## src/rtl/fifo_stream_reader.sv

```systemverilog
// fifo_stream_reader: read-side master for the 8-bit sync FIFO, feeding a valid/ready stream framed in BURST_LEN bursts.
// Define FIFO_RD_PARITY_EN to add the m_parity output (XOR of the head byte).
module fifo_stream_reader #(
  parameter int DW        = 8,
  parameter int BURST_LEN = 16
) (
  input  logic          clk,
  input  logic          rst_n,
  input  logic          enable,
  input  logic          fifo_empty,
  input  logic [DW-1:0] fifo_data,
  output logic          fifo_rd_en,
  output logic          m_valid,
  output logic [DW-1:0] m_data,
  output logic          m_last,
  input  logic          m_ready,
  output logic          busy
`ifdef FIFO_RD_PARITY_EN
  ,
  output logic          m_parity
`endif
);
  typedef enum logic [1:0] {IDLE, RUN, STOP} state_t;
  state_t          r_state, w_state_nxt;
  logic [DW-1:0]   r_head, r_tail, w_head_d;
  logic            r_head_last, r_tail_last, w_head_last_d;
  logic [1:0]      r_occ, w_occ_nxt;
  logic            r_infl;
  logic [7:0]      r_cnt;
  logic            w_pop, w_cap, w_cap_last, w_head_we, w_tail_we;
  logic [2:0]      w_lvl;
  assign w_pop      = m_valid & m_ready;
  assign w_cap      = r_infl;
  assign w_cap_last = r_cnt == 8'(BURST_LEN - 1);
  assign w_lvl      = {1'b0, r_occ} + {2'b0, r_infl} - {2'b0, w_pop};
  assign fifo_rd_en = (r_state == RUN) & ~fifo_empty & (w_lvl < 3'd2);
  assign w_occ_nxt  = r_occ + {1'b0, w_cap} - {1'b0, w_pop};
  assign m_valid    = r_occ != 2'd0;
  assign m_data     = r_head;
  assign m_last     = r_head_last;
  assign busy       = r_state != IDLE;
  // A pop from a full buffer promotes the tail; otherwise the head takes the captured byte.
  assign w_head_we     = w_pop | ((r_occ == 2'd0) & w_cap);
  assign w_head_d      = (w_pop & (r_occ == 2'd2)) ? r_tail : fifo_data;
  assign w_head_last_d = (w_pop & (r_occ == 2'd2)) ? r_tail_last : w_cap_last;
  assign w_tail_we     = w_cap & (((r_occ == 2'd1) & ~w_pop) | ((r_occ == 2'd2) & w_pop));
  always_comb begin
    w_state_nxt = r_state;
    case (r_state)
      IDLE:    w_state_nxt = enable ? RUN : IDLE;
      RUN:     w_state_nxt = enable ? RUN : STOP;
      STOP:    w_state_nxt = enable ? RUN : (!r_infl && w_occ_nxt == 2'd0) ? IDLE : STOP;
      default: w_state_nxt = IDLE;
    endcase
  end
  always_ff @(posedge clk or negedge rst_n) begin
    if (!rst_n) begin
      r_state     <= IDLE;
      r_head      <= '0;
      r_tail      <= '0;
      r_head_last <= 1'b0;
      r_tail_last <= 1'b0;
      r_occ       <= 2'd0;
      r_infl      <= 1'b0;
      r_cnt       <= 8'd0;
    end else begin
      r_state <= w_state_nxt;
      r_occ   <= w_occ_nxt;
      r_infl  <= fifo_rd_en;
      if (w_cap) r_cnt <= w_cap_last ? 8'd0 : r_cnt + 8'd1;
      if (w_head_we) begin
        r_head      <= w_head_d;
        r_head_last <= w_head_last_d;
      end
      if (w_tail_we) begin
        r_tail      <= fifo_data;
        r_tail_last <= w_cap_last;
      end
    end
  end
`ifdef FIFO_RD_PARITY_EN
  logic r_head_par;
  always_ff @(posedge clk or negedge rst_n) begin
    if (!rst_n) r_head_par <= 1'b0;
    else if (w_head_we) r_head_par <= ^w_head_d;
  end
  assign m_parity = r_head_par;
`endif
endmodule

```

## config.mk

```make
export PLATFORM = sky130hd
export DESIGN_NAME = fifo_stream_reader
export DESIGN_NICKNAME = d
export VERILOG_FILES = /design/src/rtl/fifo_stream_reader.sv
export SDC_FILE = /design/constraint.sdc
export NUM_CORES = 1
export LEC_CHECK = 0
export ABC_CLOCK_PERIOD_IN_PS = 3510
export BUFFER_PORTS_ARGS = -buffer_cell sky130_fd_sc_hd__buf_4
export CAP_MARGIN = 20
export CORE_ASPECT_RATIO = 1.4
export CORE_MARGIN = 4
export CORE_UTILIZATION = 40
export DETAILED_ROUTE_END_ITERATION = 12
export PLACE_DENSITY = 0.64
export SLEW_MARGIN = 5
export SYNTH_ARGS = -nofsm -noshare
export SYNTH_HDL_FRONTEND = slang
export SYNTH_SLANG_ARGS = --single-unit
```

## constraint.sdc

```tcl
create_clock -name clk -period 3.51 [get_ports clk]
set_input_delay 1.053 -clock clk [delete_from_list [all_inputs] [get_ports clk]]
set_output_delay 1.053 -clock clk [all_outputs]
set_load 0.01 [all_outputs]
```

==> reports/qor.yml <==
sta:
  setup_violations: 1
  rsz0062_at_grt: "yes"
  worst_slack_ns: -0.2339
  fin_crit_ns: 3.744
  fin_skew_ns: 0.007317
  period_share: 1.067
  fmax_mhz: 267.1
  maxSlewHeadroom: 0.4082
  fin_tns_setup_ns: -0.2339
  tightest_slew_ns: 0.8859
  final_hold_viol_count: 0
  slew_viol_final: 0
  holdWs_ns: 0.4942
synth:
  syn-cell-area_mm2: 0.001444
  yosysMostFrequentCell: "dfrtp_1"
  yosysUniqueCellTypes: 33
  synth-seq-area-share: 0.5373
  synth_top_area_cell: "dfrtp_1"
  yosysTopAreaCellShare: 0.5373
  synth_area_per_cell_um2: 13.01
  syn_nets: 128
  yosysWarnings: 0
  synth_seq_cells: 31
  postSynth.asyncResetShare: 1.000
  ys_top_cells_by_area: "dfrtp_1 (54%), mux2_2 (19%), ha_1 (2.6%), xor2_1 (2.4%), inv_1 (1.6%)"
  syn-instance-count: 111
  synth_common_cells: "dfrtp_1 (31), mux2_2 (24), inv_1 (6)"
  ys.flop_type: "dfrtp_1"
  synth_edf_count: 0
final_layout:
  post-route-util: 0.5273
  drive_gt1_frac: 0.4615
  final_area_mm2: 0.001814
  areaGrowthSynthToFinish_pct: 25.65
  nNetsFinal: 159
  diodes: 0
grt:
  grt_max_degree: 32
  grt_usage: 0.1275
  gr-usage-met2: 0.2135
  antenna_found_initial: 0
  grt_pass1_wl_mm: 4.443
  grt_overflow: 0
  grt.busiest_layer: "met2"
  grt_pass1_vias: 992
  grtUsageMet1: 0.1367
  grt.met3_usage: 0.05528
floorplanning:
  rows: 25
  die_width_um: 58.78
  die-area_mm2: 0.004649
  ioPinCount: 25
  core_mm2: 0.003441
  die_h_um: 79.09
  initial_core_util: 0.4196
detailed_routing:
  viasPerCell: 5.022
  vias: 919
  drt-initial-drc-count: 20
  antenna_left: 0
  dr.pass1.iters: 3
  routed_wl_mm: 2.537
  drcViolationCount: 0
  wl_per_cell_um: 13.86
clocking:
  cts_buffer_depth: 2
  cts_tree: "yes"
  clockRootBuffer: "clkbuf_8"
  cts_buffers: 5
  insertion_delay_ns: 0.28
  htreeDepth: 2
  ctsHoldBuffers: 0
  clk_pin_slew_ns: 0.06
  cts.sinks: 31
critical_path:
  worstSetupEndpointType: "output pin"
  worst-path-stages: 8
  reg2reg_slack_ns: 1.27
  r2r_cells: 7
  crit_end: "fifo_rd_en"
  cp_slowest_cell: "fa_2"
  worstPathMaxFanout: 3
  r2r_end: "r_state[1]$_DFF_PN0_"
  crit_start: "m_ready"
  worstPathCellList: "buf_6 -> o21a_1 -> ha_1 -> inv_1 -> ha_2 -> fa_2 -> nor4_4 -> buf_4"
  path_buf_inv: 3
  worstReg2RegStart: "r_occ[1]$_DFF_PN0_"
  crit_type: "in -> out"
  crit_required_ns: 2.46
  crit_family: "adder cells"
  slowest_delay_ns: 0.47
  crit_arrival_ns: 2.69
  cp-start-kind: "input port"
placed_design:
  place_area_mm2: 0.001680
  dp_hpwl_mm: 1.844
  place_congestion: 0.7272
  place.port_buffers: 24
pwr:
  p_leak_uw: 0.0008739
  p_per_area_mw_per_mm2: 763.3
  ir_drop_uv: 482.5
run_status:
  outcome: "finished, violations left"
  failed_checks: "negative setup slack"
job:
  maxCapViolCount: 0
hold_path:
  hp-class: "reg -> reg"
-- cell families (layout without fill, tap and decap cells) --
logic type      count (synthesis)  after routing  synth area share
mux                            27             27            0.2088
simple gates                   25             25           0.09532
buf+inv                         9             41           0.03206
fa+ha+maj                       4              4           0.03986
xor+xnor                        6              6           0.03639
flops                          31             31            0.5373
compound gates                  9              9           0.05027
-- sequential cells by signal (all words and copies together), names as in the netlist --
signal and count:
r_occ 2, r_cnt 8, r_infl 1, r_tail_last 1, m_last 1, r_state 2, r_tail 8, m_data 8
-- per-layer routing --
layer  up-vias  part of all wire
li1        452                 -
met1       439              0.40
met2        22              0.51
met3         6             0.076
met4         0             0.019
met5         -                 0
-- through the flow --
step | instances | worst slack, ns | total power (µW)
global route | 183 | -0.2904 | 1488
floorplan | 111 | 0.01682 | 859.0
CTS | 182 | -0.2373 | 1401
finish | 183 | -0.2339 | 1385
detailed placement | 174 | -0.2911 | 1030
global placement | 174 | -0.2380 | 1001
-- placed cells by master, fill, tap and decap left out, types with 2 or more instances in the layout --
cell	count
nor3_1	3
nand2b_1	2
nand4_1	2
mux2i_1	2
mux2_2	24
dfrtp_1	31
buf_4	26
or2_2	2
nand2_1	5
ha_1	2
xnor2_1	2
inv_1	6
clkbuf_8	6
xor2_1	4
nor2_1	5
-- worst min path at each step --
stage / start / to / depth (start not counted)
6_report: r_state[1]$_DFF_PN0_ / r_state[0]$_DFF_PN0_ / 1
3_3_place_gp: r_tail[3]$_DFFE_PN0P_ / r_tail[3]$_DFFE_PN0P_ / 1
3_5_place_dp: r_cnt[7]$_DFFE_PN0P_ / r_cnt[7]$_DFFE_PN0P_ / 1
5_1_grt: r_cnt[7]$_DFFE_PN0P_ / r_cnt[7]$_DFFE_PN0P_ / 1
4_1_cts: r_cnt[7]$_DFFE_PN0P_ / r_cnt[7]$_DFFE_PN0P_ / 1
2_1_floorplan: r_state[1]$_DFF_PN0_ / r_state[0]$_DFF_PN0_ / 1
-- cell type report --
type	instances	area, µm²
Fill cell	316	1627
Sequential cell	31	775.7
Multi-Input combinational cell	71	641.9
Timing Repair Buffer	27	206.4
Clock buffer	6	82.58
Tap cell	40	50.05
Clock inverter	2	35.03
Inverter	6	22.52
-- power breakdown --
group	total (µW)	switching (µW)	internal [µW]	leakage, µW
Combinational	477	212	265	0.000414
Clock	362	132	229	0.0000612
Sequential	546	74.7	471	0.000399
-- what timing repair did --
item                                    in CTS  in global routing
cloned                                       0                  0
pin swaps                                    0                  1
resized for setup                            1                  2
endpoints found under the setup margin       1                  1
setup buffers                                0                  1
Note: power is estimated with default switching activity, not from simulation.
